<file path="src/rtl/and_reg_arbiter.sv">
// -----------------------------------------------------------------------------
// and_reg_arbiter
//
// Round-robin arbiter and sequencer in front of one shared gated-capture
// register (q <= a & b). NREQ requesters each present an operand pair and a
// req line. One requester at a time is granted; the AND of its operand pair
// is captured into the shared register. The result is then held, tagged
// with the winner's id, until the consumer acknowledges it.
//
// Transaction flow: IDLE -> CAPTURE (1 cycle, gnt high) -> HOLD -> IDLE.
// Minimum transaction length is 3 cycles. req rising in cycle 0 gives gnt
// in cycle 1 and q_valid in cycle 2. All outputs come straight from flops.
//
// Optional feature (macro AND_REG_TIMEOUT_EN):
//   When defined, HOLD is abandoned after TIMEOUT cycles without q_ack.
//   The release comes with a one-cycle timeout_err pulse. q_ack on the
//   expiry cycle wins and gives a normal release with no error. When the
//   macro is undefined, HOLD waits for q_ack forever, and neither the
//   timeout_err port nor the hold counter exists.
//
// Parameters:
//   NREQ     number of requesters (>= 2)
//   WIDTH    operand/result width in bits (WIDTH=1 is a single gated D-FF)
//   TIMEOUT  HOLD cycles before forced release (macro builds only, >= 1)
//
// Ports:
//   clk          in   rising-edge clock
//   rst          in   synchronous reset, active low
//   req          in   [NREQ]        per-requester request, held until gnt seen
//   a, b         in   [NREQ*WIDTH]  operands, requester i at [i*WIDTH +: WIDTH]
//   gnt          out  [NREQ]        one-hot grant, high only during CAPTURE
//   q            out  [WIDTH]       captured a[id] & b[id], kept after release
//   q_valid      out                result valid (HOLD state)
//   q_id         out  [clog2(NREQ)] index of the requester that owns q
//   q_ack        in                 consumer accept, sampled only in HOLD
//   busy         out                state != IDLE
//   timeout_err  out                (macro only) one-cycle forced-release pulse
// -----------------------------------------------------------------------------
module and_reg_arbiter #(
   parameter int NREQ    = 4,
   parameter int WIDTH   = 1,
   parameter int TIMEOUT = 15
) (
   input  logic                    clk,
   input  logic                    rst,
   input  logic [NREQ-1:0]         req,
   input  logic [NREQ*WIDTH-1:0]   a,
   input  logic [NREQ*WIDTH-1:0]   b,
   output logic [NREQ-1:0]         gnt,
   output logic [WIDTH-1:0]        q,
   output logic                    q_valid,
   output logic [$clog2(NREQ)-1:0] q_id,
   input  logic                    q_ack,
   output logic                    busy
`ifdef AND_REG_TIMEOUT_EN
   ,
   output logic                    timeout_err
`endif
);

   localparam int IDW       = $clog2(NREQ);
   localparam bit PARAMS_OK = (NREQ >= 2) && (WIDTH >= 1) && (TIMEOUT >= 1);

   typedef enum logic [1:0] {
      S_IDLE    = 2'd0,
      S_CAPTURE = 2'd1,
      S_HOLD    = 2'd2
   } state_t;

   // --------------------------------------------------------------------------
   // State registers
   // --------------------------------------------------------------------------
   state_t           state_q;
   logic [NREQ-1:0]  gnt_q;
   logic [WIDTH-1:0] q_q;
   logic             q_valid_q;
   logic [IDW-1:0]   q_id_q;
   logic [IDW-1:0]   ptr_q;

`ifdef AND_REG_TIMEOUT_EN
   localparam int CW = $clog2(TIMEOUT + 1);
   logic [CW-1:0]    hold_cnt_q;
   logic             timeout_err_q;
`endif

   // --------------------------------------------------------------------------
   // Round-robin winner search: first requester at or after ptr, modulo NREQ.
   // The scan runs from the farthest position back to ptr so the last hit,
   // i.e. the closest one to ptr, is the one that sticks.
   // --------------------------------------------------------------------------
   logic [IDW-1:0]  winner;
   logic [IDW-1:0]  scan_pos;
   logic [NREQ-1:0] winner_oh;

   // NOTE: every variable assigned in always_comb gets a default on entry;
   // a path that skips the assignment would otherwise infer a latch.
   always_comb begin
      winner   = ptr_q;
      scan_pos = ptr_q;
      for (int k = NREQ - 1; k >= 0; k--) begin
         scan_pos = IDW'((int'(ptr_q) + k) % NREQ);
         if (req[scan_pos]) begin
            winner = scan_pos;
         end
      end
      winner_oh         = '0;
      winner_oh[winner] = 1'b1;
   end

   // --------------------------------------------------------------------------
   // Operand selection for the current owner, and the rotated pointer.
   // --------------------------------------------------------------------------
   logic [WIDTH-1:0] sel_and;
   logic [IDW-1:0]   ptr_d;

   always_comb begin
      sel_and = '0;
      for (int i = 0; i < NREQ; i++) begin
         if (int'(q_id_q) == i) begin
            sel_and = a[i*WIDTH +: WIDTH] & b[i*WIDTH +: WIDTH];
         end
      end
   end

   // Explicit wrap keeps this correct for NREQ that is not a power of two.
   assign ptr_d = (q_id_q == IDW'(NREQ - 1)) ? '0 : q_id_q + 1'b1;

   // --------------------------------------------------------------------------
   // Sequencer. Reset discards any transaction in flight, including q.
   // --------------------------------------------------------------------------
   // NOTE: state is updated with non-blocking assignments only, so every
   // branch below reads the values from before this clock edge.
   always_ff @(posedge clk) begin
      if (!rst) begin
         state_q       <= S_IDLE;
         gnt_q         <= '0;
         q_q           <= '0;
         q_valid_q     <= 1'b0;
         q_id_q        <= '0;
         ptr_q         <= '0;
`ifdef AND_REG_TIMEOUT_EN
         hold_cnt_q    <= '0;
         timeout_err_q <= 1'b0;
`endif
      end else begin
`ifdef AND_REG_TIMEOUT_EN
         timeout_err_q <= 1'b0;
`endif
         case (state_q)
            S_IDLE: begin
               // q_ack is ignored here; only a request starts a transaction.
               if (|req) begin
                  gnt_q   <= winner_oh;
                  q_id_q  <= winner;
                  state_q <= S_CAPTURE;
               end
            end

            S_CAPTURE: begin
               // The grant lasts one cycle and the pointer moves on even if
               // the owner withdrew, so a withdrawing requester cannot block
               // the others.
               gnt_q <= '0;
               ptr_q <= ptr_d;
               if (req[q_id_q]) begin
                  q_q       <= sel_and;
                  q_valid_q <= 1'b1;
                  state_q   <= S_HOLD;
`ifdef AND_REG_TIMEOUT_EN
                  hold_cnt_q <= '0;
`endif
               end else begin
                  state_q <= S_IDLE;
               end
            end

            S_HOLD: begin
               if (q_ack) begin
                  q_valid_q <= 1'b0;
                  state_q   <= S_IDLE;
               end
`ifdef AND_REG_TIMEOUT_EN
               // hold_cnt_q counts completed HOLD cycles without ack; the
               // TIMEOUT-th such cycle forces the release.
               else if (hold_cnt_q == CW'(TIMEOUT - 1)) begin
                  q_valid_q     <= 1'b0;
                  state_q       <= S_IDLE;
                  timeout_err_q <= 1'b1;
               end else begin
                  hold_cnt_q <= hold_cnt_q + 1'b1;
               end
`endif
            end

            default: begin
               gnt_q     <= '0;
               q_valid_q <= 1'b0;
               state_q   <= S_IDLE;
            end
         endcase
      end
   end

   // --------------------------------------------------------------------------
   // Outputs: all taken from flops. busy depends only on the state register.
   // --------------------------------------------------------------------------
   assign gnt     = gnt_q;
   assign q       = q_q;
   assign q_valid = q_valid_q;
   assign q_id    = q_id_q;
   assign busy    = (state_q != S_IDLE);
`ifdef AND_REG_TIMEOUT_EN
   assign timeout_err = timeout_err_q;
`endif

   // --------------------------------------------------------------------------
   // Structural invariants of the sequencer.
   // --------------------------------------------------------------------------
   a_params_ok : assert property (@(posedge clk) PARAMS_OK);

   a_gnt_onehot0 : assert property (@(posedge clk) disable iff (!rst)
      $onehot0(gnt_q));

   a_gnt_only_in_capture : assert property (@(posedge clk) disable iff (!rst)
      ((gnt_q != '0) == (state_q == S_CAPTURE)));

   a_valid_only_in_hold : assert property (@(posedge clk) disable iff (!rst)
      (q_valid_q == (state_q == S_HOLD)));

endmodule
</file>
<file path="config.mk">
export PLATFORM = sky130hd
export DESIGN_NAME = and_reg_arbiter
export DESIGN_NICKNAME = d
export VERILOG_FILES = /design/src/rtl/and_reg_arbiter.sv
export SDC_FILE = /design/constraint.sdc
export NUM_CORES = 1
export LEC_CHECK = 0
export ABC_AREA = 1
export ABC_CLOCK_PERIOD_IN_PS = 3800
export BUFFER_PORTS_ARGS = -buffer_cell sky130_fd_sc_hd__buf_2
export CORE_ASPECT_RATIO = 0.9
export CORE_MARGIN = 1.5
export CORE_UTILIZATION = 50
export DETAILED_ROUTE_END_ITERATION = 16
export PLACE_DENSITY = 0.78
export RECOVER_POWER = 100
export SLEW_MARGIN = 0
export SYNTH_ARGS = -nofsm -noshare
export SYNTH_HDL_FRONTEND = slang
export SYNTH_SLANG_ARGS = --single-unit
export TNS_END_PERCENT = 50
</file>
<file path="constraint.sdc">
create_clock -name clk -period 3.8 [get_ports clk]
set_input_delay 1.14 -clock clk [delete_from_list [all_inputs] [get_ports clk]]
set_output_delay 1.14 -clock clk [all_outputs]
set_load 0.02 [all_outputs]
</file>
==> impl_metrics.ini <==
[outcome]
status = finished clean

[yosys]
ys_dominant_reg_cell = dfxtp_1
synth_area_um2 = 812
ys_seq_area_share_pct = 29.6
syn_nets = 143
synth_compound_area_share_pct = 16.0
synth_top_area_cell = dfxtp_1
ys_warn_count = 0
synth_edf_count = 0
syn_inst = 124
synth.area.top_cells = dfxtp_1 30%, nand2_1 15%, nand2_2 7.7%, a21oi_1 7.4%, nand3_1 7.4%
synth_top_area_share_pct = 29.6
ys_ff_latch = 12
synthMuxAreaShare_pct = 0
synth_commonest_cells = 33 x nand2_1, 15 x inv_1, 12 x a21oi_1, 12 x dfxtp_1, 12 x nand3_1
ys_types = 20
yosys.area_share.simple_pct = 37.1
synth_xor_area_share_pct = 0
syn_avg_cell_area_um2 = 6.55
synthAdderAreaFrac_pct = 6.16
synth_top_family_by_area = simple AND/OR/NAND/NOR gates
async_flop_share_pct = 0
synth_most_common_cell = nand2_1

[timing]
worst_slack_ns = 1.66
max_clock_freq_mhz = 467
fin_crit_ns = 2.14
finalSetupViolCount = 0
hold_viol_final = 0
tns_ns = 0
maxSlewViolCount = 0
fin_skew_ns = 0.00392
slew_headroom_pct = 70.0
whs_ns = 0.473
rsz0062_at_grt = no
tightest_slew_ns = 0.446
finalCritPeriodShare_pct = 56.4

[placement]
place.gp.congestion = 0.981
placement.io_buffers = 23
dp_hpwl_um = 1480
dp_slack_ns = 1.56
placed_area_um2 = 943

[worst_hold_path]
hold_end = q
min_from = q
min_path_type = reg -> reg
hold_depth = 2

[detailed_routing]
routed_via_density = 5.25
avgRoutedWirePerCell_um = 11.1
ant_nets = 0
top_layer_used = met4
drtIter0Drc = 32
vias = 898
drc = 0
drt-total-wl_um = 1910
wl_met2_um = 869
wl_met3_um = 153
drt_first_pass_iters = 4
met1Wirelength_um = 859

[grt]
grt_overflow = 0
track_usage_pct = 23.3
grt_pass1_wl_um = 3040
grt_pass1_vias = 768
grt_max_degree = 11
antenna_found_initial = 0

[die]
die_h_um = 41.2
start_util_pct = 54.9
fp.dieW_um = 45.5
pin_count = 24
die_area_um2 = 1880
core_um2 = 1480
rows = 13

[clocking]
postCtsSetupRepairBufs = 0
cts_htree_levels = 1
numCtsBuffers = 3
clk_pin_slew_ns = 0.07
clk_path_buf_depth = 2
cts_resized = 0
cts_tree = built
hold_buffers = 0
insertion_delay_ns = 0.27
clkSinkCount = 12
cts-root-buf = clkbuf_4

[worst_setup_path]
rrSetupSlack_ns = 2.12
cp_top_family = flip-flops
critPathBufInv = 2
reg2reg_to = gnt[0]
startpoint = state_q[1]
cp.arrival_ns = 1.00
end_kind = output pin
required_ns = 2.66
regToRegStartpoint = ptr_q[0]
worst-setup-path-type = reg -> out
cpPeakStageDelay_ns = 0.37
critPathMaxFanout = 4
crit_chain = nor2_1 -> inv_1 -> clkbuf_1
rr_worst_depth = 9
cpMaxStageDelayCell = dfxtp_1
cp-start-kind = flop

[final_layout]
drive_gt1_share_pct = 19.5
stdcell_area_um2 = 940
nets = 170
diodes = 0
fillers = 156
syn2layout_area_growth_pct = 15.7

[pwr]
p_leak_nw = 0.467
peakVddDrop_v = 0.000280
p_comb_share_pct = 44.2
sw_frac_of_total_pct = 43.8
power_density_nw_per_um2 = 467
power.switching_w = 0.000192
clockPowerShare_pct = 17.3
finalPower_w = 0.000439
power_frac_seq_pct = 38.5
cell_internal_pwr_w = 0.000247

[job]
maxCapViolations = 0
worst reg2reg max path, stage by stage, from the launching register on:
cell     delay (ns)
dfxtp_1        0.61
inv_8          0.08
nand2_1        0.11
nand3_1        0.10
nand3_1        0.10
nand2_1        0.06
a21oi_1        0.24
nor2_1         0.12
nand3_1        0.09
a21oi_1        0.06
registers in the layout (all words and copies together) (netlist names):
signal and cells:
gnt 4, ptr_q 2, q 1, q_id 2
q_valid 1, state_q 2
worst max path at each step:
stage | end | cells past startpoint
final | busy | 3
after global routing | busy | 3
after CTS | busy | 3
after detailed placement | q_id[0] | 13
after global placement | q_id[0] | 13
after floorplan | q_id[0] | 12
layer usage:
metal / track usage (%) / vias up
met1: 27.5 / 400
met2: 41.5 / 42
met5: 0 / -
li1: - / 452
met3: 6.61 / 4
met4: 6.62 / 0
per-stage QoR:
step	util [%]	cells
floorplan	-	124
global placement	63.7	168
detailed placement	63.7	168
CTS	65.3	171
global route	63.5	171
finish	63.5	171
area by class of cell:
| cell class | count | area [µm²] | area share (%) |
|---|---|---|---|
| Multi-Input combinational cell | 92 | 469 | 49.9 |
| Sequential cell | 12 | 240 | 25.6 |
| Timing Repair Buffer | 23 | 101 | 10.8 |
| Inverter | 19 | 78.8 | 8.39 |
| Tap cell | 22 | 27.5 | 2.93 |
| Clock buffer | 3 | 22.5 | 2.40 |
cells in the final DEF, fill, tap and decap left out:
master / n
nor2_2: 1
and2_1: 1
inv_1: 15
or2_2: 1
o21ai_0: 6
nand2_1: 34
buf_2: 12
clkinv_1: 1
nand2_2: 9
a21oi_1: 14
clkbuf_1: 11
clkbuf_4: 3
inv_8: 1
ha_1: 4
a211oi_1: 3
nor2_1: 4
inv_2: 2
dfxtp_1: 12
nand4_1: 3
nand3_1: 12
power groups by stage:
stage | clock [W] | combinational (W) | sequential (W)
global placement | 0 | 0.000198 | 0.000170
CTS | 0.0000772 | 0.000204 | 0.000169
floorplan | 0 | 0.000143 | 0.000179
global route | 0.0000824 | 0.000220 | 0.000172
detailed placement | 0 | 0.000203 | 0.000171
finish | 0.0000759 | 0.000194 | 0.000169
logic make-up (layout without fill, tap and decap cells):
family | count (synthesis) | count (layout)
flops | 12 | 12
buf+inv | 20 | 45
simple gates | 65 | 65
fa+ha+maj | 4 | 4
compound gates | 23 | 23
No activity file was read; power rests on OpenSTA's default activity.
